==> config.mk <==
export PLATFORM = sky130hd
export DESIGN_NAME = serdes_deser_rx
export DESIGN_NICKNAME = d
export VERILOG_FILES = /design/src/rtl/serdes_pkg.sv /design/src/rtl/serdes_rx_buf.sv /design/src/rtl/serdes_deser_rx.sv
export SDC_FILE = /design/constraint.sdc
export NUM_CORES = 1
export LEC_CHECK = 0
export CAP_MARGIN = 30
export CORE_MARGIN = 5
export CORE_UTILIZATION = 43
export CTS_CLUSTER_DIAMETER = 120
export CTS_CLUSTER_SIZE = 25
export DETAILED_ROUTE_END_ITERATION = 12
export GPL_ROUTABILITY_DRIVEN = 0
export HOLD_SLACK_MARGIN = 0.06
export PLACE_DENSITY = 0.66
export SKIP_LAST_GASP = 1
export SYNTH_ARGS = -nofsm -noshare
export SYNTH_HDL_FRONTEND = slang
export SYNTH_SLANG_ARGS = --single-unit
export TNS_END_PERCENT = 1
==> constraint.sdc <==
create_clock -name clk -period 3.03 [get_ports clk]
set_input_delay 0.606 -clock clk [delete_from_list [all_inputs] [get_ports clk]]
set_output_delay 0.606 -clock clk [all_outputs]
set_load 0.02 [all_outputs]
==> src/rtl/serdes_pkg.sv <==
// Shared definitions for the serdes link: receiver FSM states, frame bit values
// and the default word width used by both serializer and deserializer.
package serdes_pkg;

    localparam int unsigned SERDES_DATA_W = 8;

    localparam logic START_BIT = 1'b0;
    localparam logic STOP_BIT  = 1'b1;

    typedef enum logic [2:0] {
        StIdle     = 3'd0,
        StData     = 3'd1,
        StParity   = 3'd2,
        StStop     = 3'd3,
        StWaitIdle = 3'd4
    } rx_state_t;

endpackage

==> src/rtl/serdes_rx_buf.sv <==
// One-entry valid/ready output register for the deserializer. A load is taken
// when the slot is empty or is being drained in the same cycle; otherwise it
// is dropped and flagged as an overrun pulse.
module serdes_rx_buf #(
    parameter int unsigned DATA_W = 8
) (
    input  logic              clk,
    input  logic              rst_n,
    input  logic              i_load,
    input  logic [DATA_W-1:0] i_data,
    input  logic              i_perr,
    input  logic              i_ready,
    output logic [DATA_W-1:0] o_data,
    output logic              o_valid,
    output logic              o_perr,
    output logic              o_overrun
);

    logic [DATA_W-1:0] r_data;
    logic              r_valid;
    logic              r_perr;
    logic              r_overrun;

    logic w_accept;
    logic w_space;
    logic w_take;

    assign w_accept = r_valid & i_ready;
    assign w_space  = ~r_valid | w_accept;
    assign w_take   = i_load & w_space;

    always_ff @(posedge clk or negedge rst_n) begin
        if (!rst_n) begin
            r_data    <= '0;
            r_valid   <= 1'b0;
            r_perr    <= 1'b0;
            r_overrun <= 1'b0;
        end else begin
            r_overrun <= i_load & ~w_space;
            if (w_take) begin
                r_data  <= i_data;
                r_perr  <= i_perr;
                r_valid <= 1'b1;
            end else if (w_accept) begin
                r_valid <= 1'b0;
            end
        end
    end

    assign o_data    = r_data;
    assign o_valid   = r_valid;
    assign o_perr    = r_perr;
    assign o_overrun = r_overrun;

endmodule

==> src/rtl/serdes_deser_rx.sv <==
// Serial-to-parallel receiver: strips start/parity/stop framing from the bit
// strobe stream and hands words to a one-entry valid/ready buffer.
module serdes_deser_rx
    import serdes_pkg::*;
#(
    parameter int unsigned DATA_W     = SERDES_DATA_W,
    parameter bit          PARITY_EN  = 1'b1,
    parameter bit          PARITY_ODD = 1'b0
) (
    input  logic              clk,
    input  logic              rst_n,
    input  logic              i_ser_en,
    input  logic              i_ser_in,
    output logic [DATA_W-1:0] o_data_out,
    output logic              o_data_valid,
    input  logic              i_data_ready,
    output logic              o_parity_err,
    output logic              o_frame_err,
    output logic              o_overrun,
    output logic              o_busy
);

    localparam int unsigned       CNT_W    = (DATA_W > 1) ? $clog2(DATA_W) : 1;
    localparam logic [CNT_W-1:0]  LAST_BIT = CNT_W'(DATA_W - 1);

    rx_state_t         r_state;
    logic [CNT_W-1:0]  r_bit_cnt;
    logic [DATA_W-1:0] r_shreg;
    logic              r_pe;
    logic              r_frame_err;

    rx_state_t         w_state_nxt;
    logic [CNT_W-1:0]  w_bit_cnt_nxt;
    logic [DATA_W-1:0] w_shreg_nxt;
    logic              w_pe_nxt;
    logic              w_frame_err_nxt;
    logic              w_frame_good;
    logic              w_perr;

    always_ff @(posedge clk or negedge rst_n) begin
        if (!rst_n) begin
            r_state     <= StIdle;
            r_bit_cnt   <= '0;
            r_shreg     <= '0;
            r_pe        <= 1'b0;
            r_frame_err <= 1'b0;
        end else begin
            r_state     <= w_state_nxt;
            r_bit_cnt   <= w_bit_cnt_nxt;
            r_shreg     <= w_shreg_nxt;
            r_pe        <= w_pe_nxt;
            r_frame_err <= w_frame_err_nxt;
        end
    end

    always_comb begin
        w_state_nxt     = r_state;
        w_bit_cnt_nxt   = r_bit_cnt;
        w_shreg_nxt     = r_shreg;
        w_pe_nxt        = r_pe;
        w_frame_err_nxt = 1'b0;
        w_frame_good    = 1'b0;

        if (i_ser_en) begin
            unique case (r_state)
                StIdle: begin
                    if (i_ser_in == START_BIT) begin
                        w_state_nxt   = StData;
                        w_bit_cnt_nxt = '0;
                        w_pe_nxt      = 1'b0;
                    end
                end
                StData: begin
                    // LSB arrives first, so shifting in at the top leaves it in bit 0.
                    w_shreg_nxt   = {i_ser_in, r_shreg[DATA_W-1:1]};
                    w_bit_cnt_nxt = r_bit_cnt + CNT_W'(1);
                    if (r_bit_cnt == LAST_BIT) begin
                        w_state_nxt = PARITY_EN ? StParity : StStop;
                    end
                end
                StParity: begin
                    w_pe_nxt    = (^r_shreg) ^ i_ser_in ^ PARITY_ODD;
                    w_state_nxt = StStop;
                end
                StStop: begin
                    if (i_ser_in == STOP_BIT) begin
                        w_frame_good = 1'b1;
                        w_state_nxt  = StIdle;
                    end else begin
                        w_frame_err_nxt = 1'b1;
                        w_state_nxt     = StWaitIdle;
                    end
                end
                StWaitIdle: begin
                    // A line stuck low must not be decoded as a stream of start bits.
                    if (i_ser_in == STOP_BIT) begin
                        w_state_nxt = StIdle;
                    end
                end
                default: begin
                    w_state_nxt = StIdle;
                end
            endcase
        end
    end

    assign w_perr = PARITY_EN ? r_pe : 1'b0;

    serdes_rx_buf #(
        .DATA_W (DATA_W)
    ) u_buf (
        .clk       (clk),
        .rst_n     (rst_n),
        .i_load    (w_frame_good),
        .i_data    (r_shreg),
        .i_perr    (w_perr),
        .i_ready   (i_data_ready),
        .o_data    (o_data_out),
        .o_valid   (o_data_valid),
        .o_perr    (o_parity_err),
        .o_overrun (o_overrun)
    );

    assign o_frame_err = r_frame_err;
    assign o_busy      = (r_state != StIdle);

endmodule
==> out/qor.yml <==
status: "complete, no violations"
synthTopCellsByArea: "dfrtp_1, mux2_4, mux2_1, xnor2_1, ha_1"
vias_per_cell: 5.193
synth.avg_cell_area_sq_um: 14.32
fin_setup_tns_ns: 0
fin_crit_sh_pct: 77.56
fin_skew_ns: 0.003234
crit_end: "o_busy"
final_max_slew_viol_count: 0
path_delay_family: "buffers and inverters"
vias: 701
r2r_cells: 3
rows: 19
synth_edf_count: 0
cts_num_sinks: 27
max_slew.worst_pin.slew_ns: 0.5889
fp.coreArea_sq_um: 2758
cts_tree: "done"
post-route-min-period_ns: 2.350
ys_seq_area_share_pct: 54.88
hold_viol_final: 0
cts.htree.levels: 1
cp.depth: 2
async_reset_ff_share_pct: 100.0
totalWireLength_microns: 1891
seq_power_share_pct: 42.9
leakage_nw: 0.7004
yosysTopAreaCellShare_pct: 54.88
powerDensity_nw_per_um2: 996.5
io_pins: 18
grt_first_pass_wirelength_microns: 3615
crit_chain: "or3_1 > clkdlybuf4s50_1"
placed_area_sq_um: 1423
antenna_found_initial: 0
grtUsageTotal_pct: 11.25
first_global_vias: 768
fmax_mhz: 425.5
worstReg2RegEnd: "r_shreg[5]$_DFFE_PN0P_"
netlist_area_sq_um: 1231
drtIter0Drc: 16
r2r_setup_slack_ns: 1.43
drc: 0
yosys.cell_types.count: 26
slew_headroom_pct: 59.73
wl_per_cell_microns: 14.01
synthTopCellsByCount: "dfrtp_1, mux2_4, mux2_1"
maxCapViolCount: 0
crit_fanout: 7
pwr-share-comb_pct: 46.6
clock_path_buffers: 2
vdd_drop_max_mv: 0.5481
cp-end-kind: "output port"
n_antenna_cell: 0
clock_tree.root_cell: "clkbuf_4"
path_buf_inv: 1
synth-seq-cells: 27
place_ws_ns: 0.7294
overflow: 0
layout_setup_ws_ns: 0.6799
grt_max_degree: 28
dieArea_sq_um: 4034
die_w_microns: 63.51
start_util_pct: 44.65
yosysWarningCount: 0
hold_ws_ns: 0.5247
cp_data_arrival_time_ns: 1.74
clkTransAtPathRegs_ns: 0.14
pwr-share-clk_pct: 10.4
fin_area_sq_um: 1450
start_kind: "register"
dpl.hpwl_microns: 1362
synth_nets: 93
power.switching_mw: 0.4858
drtAntennaViolNets: 0
die_y_microns: 63.51
synth_most_common_cell: "dfrtp_1"
nets: 112
cts_setup_buffers: 0
swShare_pct: 33.62
area_growth_pct: 17.78
required_ns: 2.42
numCtsBuffers: 3
r2r_start: "r_state[2]$_DFFE_PN0P_"
port_buffers: 17
internal_power_mw: 0.9592
hp-class: "reg -> reg"
slowest_delay_ns: 0.55
path_class: "reg -> out"
setup_violations: 0
crit_start: "r_state[2]$_DFFE_PN0P_"
syn_inst: 86
finalPower_mw: 1.445
ys.flop_type: "dfrtp_1"
rsz0062_at_grt: "false"
cts_resized: 0
hold_buffers: 0
yosysTopAreaCell: "dfrtp_1"
crit_slowest_cell: "clkdlybuf4s50_1"
clk_latency_ns: 0.31
dr.pass1.iters: 4
drive_above_1_share_pct: 18.27
==> placed cells by master, fill, tap and decap left out, drive strengths merged, types with 2 or more instances in the layout <==
cell type	n
mux2	19
inv	3
ha	2
clkbuf	3
clkdlybuf4s50	17
nand2b	3
o31ai	2
xnor2	6
a22o	2
dfrtp	27
nor2	3
o22ai	2
nand3	3
a21o	2
==> per-layer routing <==
metal  GRT usage [%]  wire, microns
met5               0              0
met3           3.552             80
met4           4.675             16
met2           18.40            961
met1           13.53            832
==> registers in the layout, summed over array words and instances (netlist names), 3 cells and up <==
register      count
r_shreg           8
u_buf.o_data      8
r_state           3
r_bit_cnt         3
==> through the flow <==
step | instances | util (%)
2_1_floorplan | 86 | -
3_3_place_gp | 131 | 51.59
3_5_place_dp | 131 | 51.59
4_1_cts | 135 | 52.59
5_1_grt | 135 | 52.59
6_report | 135 | 52.59
==> cell type report <==
class	count	area (sq um)
Clock inverter	1	5.005
Tap cell	31	38.79
Timing Repair Buffer	18	177.7
Multi-Input combinational cell	52	519.2
Inverter	3	11.26
Sequential cell	27	675.6
Fill cell	244	1308
Clock buffer	3	22.52
==> worst register-to-register path, cell delays in order (launching register included) <==
cell	delay, ns
dfrtp_1	0.49
nor2_1	0.17
and3_1	0.47
mux2_1	0.37
==> how the worst min path moves through the flow <==
stage / startpoint / end / slack [ns] / depth (start not counted)
after floorplan: rst_n / o_frame_err$_DFF_PN0_ / 0.31 / 0
after global placement: r_bit_cnt[1]$_DFFE_PN0P_ / r_bit_cnt[1]$_DFFE_PN0P_ / 0.49 / 1
after detailed placement: u_buf.o_data[6]$_DFFE_PN0P_ / u_buf.o_data[6]$_DFFE_PN0P_ / 0.49 / 1
after CTS: u_buf.o_data[6]$_DFFE_PN0P_ / u_buf.o_data[6]$_DFFE_PN0P_ / 0.53 / 1
after global routing: u_buf.o_data[2]$_DFFE_PN0P_ / u_buf.o_data[2]$_DFFE_PN0P_ / 0.56 / 1
final: u_buf.o_data[1]$_DFFE_PN0P_ / u_buf.o_data[1]$_DFFE_PN0P_ / 0.52 / 1
==> power by group through the flow <==
stage / Sequential [mW] / Combinational (mW) / Clock [mW]
after global routing: 0.649 / 0.730 / 0.182
after floorplan: 0.650 / 0.468 / 0
after detailed placement: 0.632 / 0.684 / 0
final: 0.620 / 0.674 / 0.151
after global placement: 0.621 / 0.671 / 0
after CTS: 0.624 / 0.688 / 0.162
==> logic make-up (layout without fill, tap and decap cells) <==
kind of cell	after synthesis	count (layout)	share of synthesized area (%)
xor+xnor	7	7	6.097
simple gates	15	15	8.333
flops	27	27	54.88
fa+ha+maj	2	2	2.032
mux	19	19	20.12
compound gates	9	9	5.589
buf+inv	7	25	2.947
(Power assumes the default switching activity.)
